**config.mk**
```make
export PLATFORM = sky130hd
export DESIGN_NAME = map_scan_mux
export DESIGN_NICKNAME = d
export VERILOG_FILES = /design/src/rtl/map_scan_mux.sv
export SDC_FILE = /design/constraint.sdc
export NUM_CORES = 1
export LEC_CHECK = 0
export ABC_CLOCK_PERIOD_IN_PS = 2200
export CORE_ASPECT_RATIO = 1.4
export CORE_MARGIN = 5
export CORE_UTILIZATION = 43
export CTS_CLUSTER_DIAMETER = 30
export CTS_CLUSTER_SIZE = 24
export DETAILED_ROUTE_END_ITERATION = 7
export PLACE_DENSITY = 0.76
export SLEW_MARGIN = 20
export SYNTH_ARGS = -nofsm -noshare
export SYNTH_HDL_FRONTEND = slang
export SYNTH_SLANG_ARGS = --single-unit
```
**constraint.sdc**
```tcl
create_clock -name clk -period 2.2 [get_ports clk]
set_input_delay 0.44 -clock clk [delete_from_list [all_inputs] [get_ports clk]]
set_output_delay 0.44 -clock clk [all_outputs]
set_load 0.02 [all_outputs]
```
**src/rtl/map_scan_mux.sv**
```systemverilog
// Selects one of NMAPS pixel maps, latches it once per frame into a tear-free
// buffer and row-scans it onto an LED matrix with an optional blinking cursor.
module map_scan_mux #(
   parameter  int COLS         = 5,
   parameter  int ROWS         = 7,
   parameter  int NMAPS        = 2,
   parameter  int ROW_DIV      = 1000,
   parameter  int BLINK_FRAMES = 25,
   localparam int SELW         = (NMAPS > 1) ? $clog2(NMAPS) : 1,
   localparam int CCW          = (COLS > 1) ? $clog2(COLS) : 1,
   localparam int RIW          = (ROWS > 1) ? $clog2(ROWS) : 1
) (
   input  logic                        clk,
   input  logic                        rst,
   input  logic [NMAPS*COLS*ROWS-1:0]  maps_in,
   input  logic [SELW-1:0]             map_sel,
   input  logic                        cursor_en,
   input  logic [CCW-1:0]              cursor_col,
   input  logic [RIW-1:0]              cursor_row,
   input  logic                        blink_en,
   output logic [ROWS-1:0]             row_out,
   output logic [COLS-1:0]             col_out,
   output logic                        frame_start,
   output logic [SELW-1:0]             active_map
);

   localparam int PIX  = COLS * ROWS;
   localparam int DIVW = $clog2(ROW_DIV);
   localparam int BCW  = (BLINK_FRAMES > 1) ? $clog2(BLINK_FRAMES) : 1;

   logic [DIVW-1:0] div_q, div_d;
   logic [RIW-1:0]  next_row_q, next_row_d;
   logic [BCW-1:0]  blink_cnt_q, blink_cnt_d;
   logic            blink_phase_q, blink_phase_d;
   logic [SELW-1:0] active_map_q, active_map_d;
   logic [PIX-1:0]  fbuf_q, fbuf_d;
   logic [ROWS-1:0] row_out_q, row_out_d;
   logic [COLS-1:0] col_out_q, col_out_d;
   logic            frame_start_q, frame_start_d;
   logic [COLS-1:0] row_bits;
   logic            tick;

   assign tick = (div_q == DIVW'(ROW_DIV - 1));

   always_comb begin
      div_d         = div_q + 1'b1;
      next_row_d    = next_row_q;
      blink_cnt_d   = blink_cnt_q;
      blink_phase_d = blink_phase_q;
      active_map_d  = active_map_q;
      fbuf_d        = fbuf_q;
      row_out_d     = row_out_q;
      col_out_d     = col_out_q;
      frame_start_d = 1'b0;
      row_bits      = '0;
      if (tick) begin
         div_d = '0;
         // Frame start: an out-of-range select keeps the previous map.
         if (next_row_q == '0) begin
            if ({1'b0, map_sel} < (SELW + 1)'(NMAPS)) active_map_d = map_sel;
            for (int m = 0; m < NMAPS; m++) begin
               if (active_map_d == SELW'(m)) fbuf_d = maps_in[m*PIX +: PIX];
            end
            frame_start_d = 1'b1;
            if (blink_cnt_q == BCW'(BLINK_FRAMES - 1)) begin
               blink_cnt_d   = '0;
               blink_phase_d = ~blink_phase_q;
            end else begin
               blink_cnt_d = blink_cnt_q + 1'b1;
            end
         end
         for (int r = 0; r < ROWS; r++) begin
            row_out_d[r] = (next_row_q == RIW'(r));
            if (next_row_q == RIW'(r)) row_bits = fbuf_d[r*COLS +: COLS];
         end
         // Cursor uses the post-toggle phase so row 0 of a new frame is consistent.
         if (cursor_en && (cursor_row == next_row_q)) begin
            for (int c = 0; c < COLS; c++) begin
               if (cursor_col == CCW'(c)) row_bits[c] = blink_en ? blink_phase_d : 1'b1;
            end
         end
         col_out_d  = row_bits;
         next_row_d = (next_row_q == RIW'(ROWS - 1)) ? '0 : next_row_q + 1'b1;
      end
   end

   always_ff @(posedge clk) begin
      if (rst) begin
         div_q         <= '0;
         next_row_q    <= '0;
         blink_cnt_q   <= '0;
         blink_phase_q <= 1'b1;
         active_map_q  <= '0;
         fbuf_q        <= '0;
         row_out_q     <= '0;
         col_out_q     <= '0;
         frame_start_q <= 1'b0;
      end else begin
         div_q         <= div_d;
         next_row_q    <= next_row_d;
         blink_cnt_q   <= blink_cnt_d;
         blink_phase_q <= blink_phase_d;
         active_map_q  <= active_map_d;
         fbuf_q        <= fbuf_d;
         row_out_q     <= row_out_d;
         col_out_q     <= col_out_d;
         frame_start_q <= frame_start_d;
      end
   end

   assign row_out     = row_out_q;
   assign col_out     = col_out_q;
   assign frame_start = frame_start_q;
   assign active_map  = active_map_q;

endmodule

```
==> flow_summary.yaml, run 1 <==
status:
  status: "finished clean"
clock_network:
  cts_setup_buffers: 0
  cts_tree: "yes"
  path_clk_slew_ps: 60
  clock_latency_ps: 340
  numClockSinks: 63
  clockRootBuffer: "clkbuf_8"
  numCtsBuffers: 9
  clockBufferDepth: 2
  h-tree-depth: 3
  cts_hold_buf: 0
run:
  cap_viol_max_count: 0
min_path:
  min_to: "row_out[6]$_SDFFE_PP0N_"
  holdPathStages: 2
  hold_class: "flip-flop to flip-flop"
  worstHoldStart: "row_out[6]$_SDFFE_PP0N_"
die:
  die_h_um: 113
  rows: 37
  dieArea_um2: 9480
  core_um2: 7410
  initial_core_util: 0.442
  pin_count: 95
  die_w_um: 83.7
finish:
  fin_nets: 568
  num_antenna_cells: 0
  fillers: 653
  fin_util: 0.618
  final_cells: 584
  area_growth_pct: 40.0
  drive_gt1_frac: 0.107
routing:
  drt-met1-wl_mm: 3.39
  final_antenna_net_count: 0
  drt_pass1_iterations: 6
  vias: 3089
  highest_layer: "met4"
  drt-initial-drc-count: 106
  dr_wl_met3_um: 489
  drc: 0
  wl_per_cell_um: 14.7
  totalWireLength_mm: 8.56
  wl_met2_mm: 4.42
  vias_per_cell: 5.29
grt:
  gr-total-overflow: 0
  grt_usage: 0.182
  grt_antenna_before_repair: 0
  grt_pass1_wl_mm: 14.0
  grt_pass1_vias: 3071
  grt_start_max_net_pins: 38
power_and_ir_drop:
  power.density_nw_per_um2: 542
  clock_power_share: 0.429
  p_sw_mw: 0.520
  p_leak_nw: 1.67
  internal_power_mw: 1.96
  pwr-share-seq: 0.463
  netSwitchingFraction: 0.210
  power_frac_comb: 0.108
  ir_drop_v: 0.000357
setup_path:
  worst-r2r-cell-count: 6
  worstReg2RegStart: "div_q[3]$_SDFF_PP0_"
  critPathMaxStageDelay_ps: 460
  r2r_slack_ps: 120
  cp_data_required_time_ps: 2440
  startpoint_type: "flip-flop"
  cp.arrival_ps: 2310
  endpoint_kind: "flip-flop"
  r2r_end: "blink_cnt_q[2]$_SDFFE_PP0P_"
  path_class: "flip-flop to flip-flop"
  slowest_stage: "or3_4"
  cp_max_fo: 30
  crit_path_cell_trace: "or3b_1 > or3_4 > nor2_4 > buf_12 > a31oi_1 > a311oi_1"
  cp-startpoint: "div_q[3]$_SDFF_PP0_"
logic_synthesis:
  syn_area_per_cell_um2: 8.39
  synth_top_family_by_area: "simple AND/OR/NAND/NOR gates"
  yosysSeqAreaShare: 0.386
  synth_edf_count: 0
  synth_nets: 475
  ys_ff_latch: 63
  synth_compound_gate_area_share: 0.195
  syn_area_um2: 3270
  synthMuxAreaShare: 0.107
  ys_async_sr_fraction: 0
  synth.distinct_cells: 50
  syn-instance-count: 390
  yosys_warnings: 0
  synth-xor-area-share: 0.0295
  synth-main-ff-cell: "dfxtp_1"
  synthAdderAreaFrac: 0.0153
  synth-simple-area-share: 0.207
sta:
  slew_violations: 0
  finalSetupViolCount: 0
  rsz0062_at_grt: "no"
  setup_tns_ps: 0
  slew_headroom: 0.719
  finClkSkew_ps: 7.39
  finalHoldViolCount: 0
  period_needed_ps: 2080
  worst_pin_slew_ps: 422
  whs_ps: 456
  finalCritPeriodShare: 0.943
  fmax_mhz: 482
place:
  dpl.cell_count: 569
  port_buffers: 94
  gp_congestion: 0.897
  dp_hpwl_mm: 6.63
==> what timing repair did <==
item                       4_1_cts  5_1_grt
hold endpoints to repair         0        0
resized for setup                0        1
setup endpoints to repair        0       24
==> sequential cells by signal, indices dropped and copies added (netlist names) <==
name,cells
active_map,1
blink_cnt_q,5
blink_phase_q,1
col_out,5
div_q,10
fbuf_q,30
frame_start,1
next_row_q,3
row_out,7
==> routing by layer <==
layer | track usage | vias up
li1 | - | 1582
met1 | 0.197 | 1390
met2 | 0.327 | 97
met3 | 0.0444 | 20
met4 | 0.0944 | 0
met5 | 0 | -
==> layout make-up <==
class | count | area (um2) | area share
Sequential cell | 63 | 1260 | 0.275
Multi-Input combinational cell | 284 | 1820 | 0.398
Tap cell | 97 | 121 | 0.0265
Clock buffer | 13 | 179 | 0.0391
Clock inverter | 2 | 37.5 | 0.00820
Inverter | 9 | 33.8 | 0.00738
Timing Repair Buffer | 116 | 1120 | 0.245
==> synthesized netlist by cell type (4+ instances only) <==
cell type / instances / area share
a22o_1: 5 / 0.013
a21oi_1: 20 / 0.031
o22ai_1: 4 / 0.0076
nand2_1: 32 / 0.037
xnor2_1: 8 / 0.021
nor2_1: 66 / 0.076
clkbuf_1: 18 / 0.021
ha_1: 4 / 0.015
nor2b_1: 6 / 0.011
buf_2: 9 / 0.014
a211oi_1: 32 / 0.073
nand3_1: 11 / 0.017
nor3_1: 5 / 0.0076
nand4_1: 6 / 0.011
mux2i_1: 34 / 0.10
o221ai_1: 5 / 0.013
dfxtp_1: 63 / 0.39
inv_1: 9 / 0.010
==> kinds of logic after synthesis <==
logic type	count (synthesis)
adder cells (fa/ha/maj)	4
flip-flops	63
AND/OR/NAND/NOR	146
multiplexers	35
XOR/XNOR	11
AO/OA/AOI/OAI	88
buffers and inverters	43
==> critical path: cells and delay by family (launching register included) <==
kind                   cells  cell delay [ps]
buffers and inverters      1              190
and+or+nand+nor            3             1090
AOI/OAI and AO/OA          2              340
DFF                        1              350
==> power by group through the flow <==
stage	Combinational [mW]	Clock, mW	Sequential, mW
2_1_floorplan	0.0974	0	1.17
4_1_cts	0.269	1.09	1.15
5_1_grt	0.289	1.13	1.15
6_report	0.269	1.06	1.15
3_3_place_gp	0.264	0	1.17
3_5_place_dp	0.268	0	1.17
==> placed cells by master (no fill, tap or decap), drive strengths merged, types with 4 or more instances in the layout <==
cell type	n
a211oi	32
a21oi	20
a22o	5
buf	24
clkbuf	13
clkdlybuf4s50	92
dfxtp	63
ha	4
inv	9
mux2i	34
nand2	32
nand3	11
nand4	6
nor2	67
nor2b	6
nor3	5
o221ai	5
o22ai	4
or3b	4
xnor2	8
==> metrics by stage <==
step                power [mW]  area [um2]  worst slack (ps)
global route              2.56        4580              1.87
finish                    2.48        4580               125
detailed placement        1.44        4360             -1.68
CTS                       2.51        4580              90.2
floorplan                 1.27        3280              97.3
global placement          1.44        4360              46.1
==> how the worst max path moves through the flow <==
stage                                        to  slack, ps  depth (start not counted)
global route            fbuf_q[20]$_SDFFE_PP0N_          2                          7
floorplan               col_out[2]$_SDFFE_PP0N_        100                         10
global placement        col_out[1]$_SDFFE_PP0N_         50                          5
CTS                 blink_cnt_q[2]$_SDFFE_PP0P_         90                          7
finish              blink_cnt_q[2]$_SDFFE_PP0P_        120                          6
detailed placement      col_out[1]$_SDFFE_PP0N_         -2                          5
Power figures use the tool's default switching activity.
==> run 2: changes to the inputs <==
Settings changed: CAP_MARGIN set to 30.
==> results of run 2 <==
The final DEF is identical to that of run 1; final timing and power are the same.
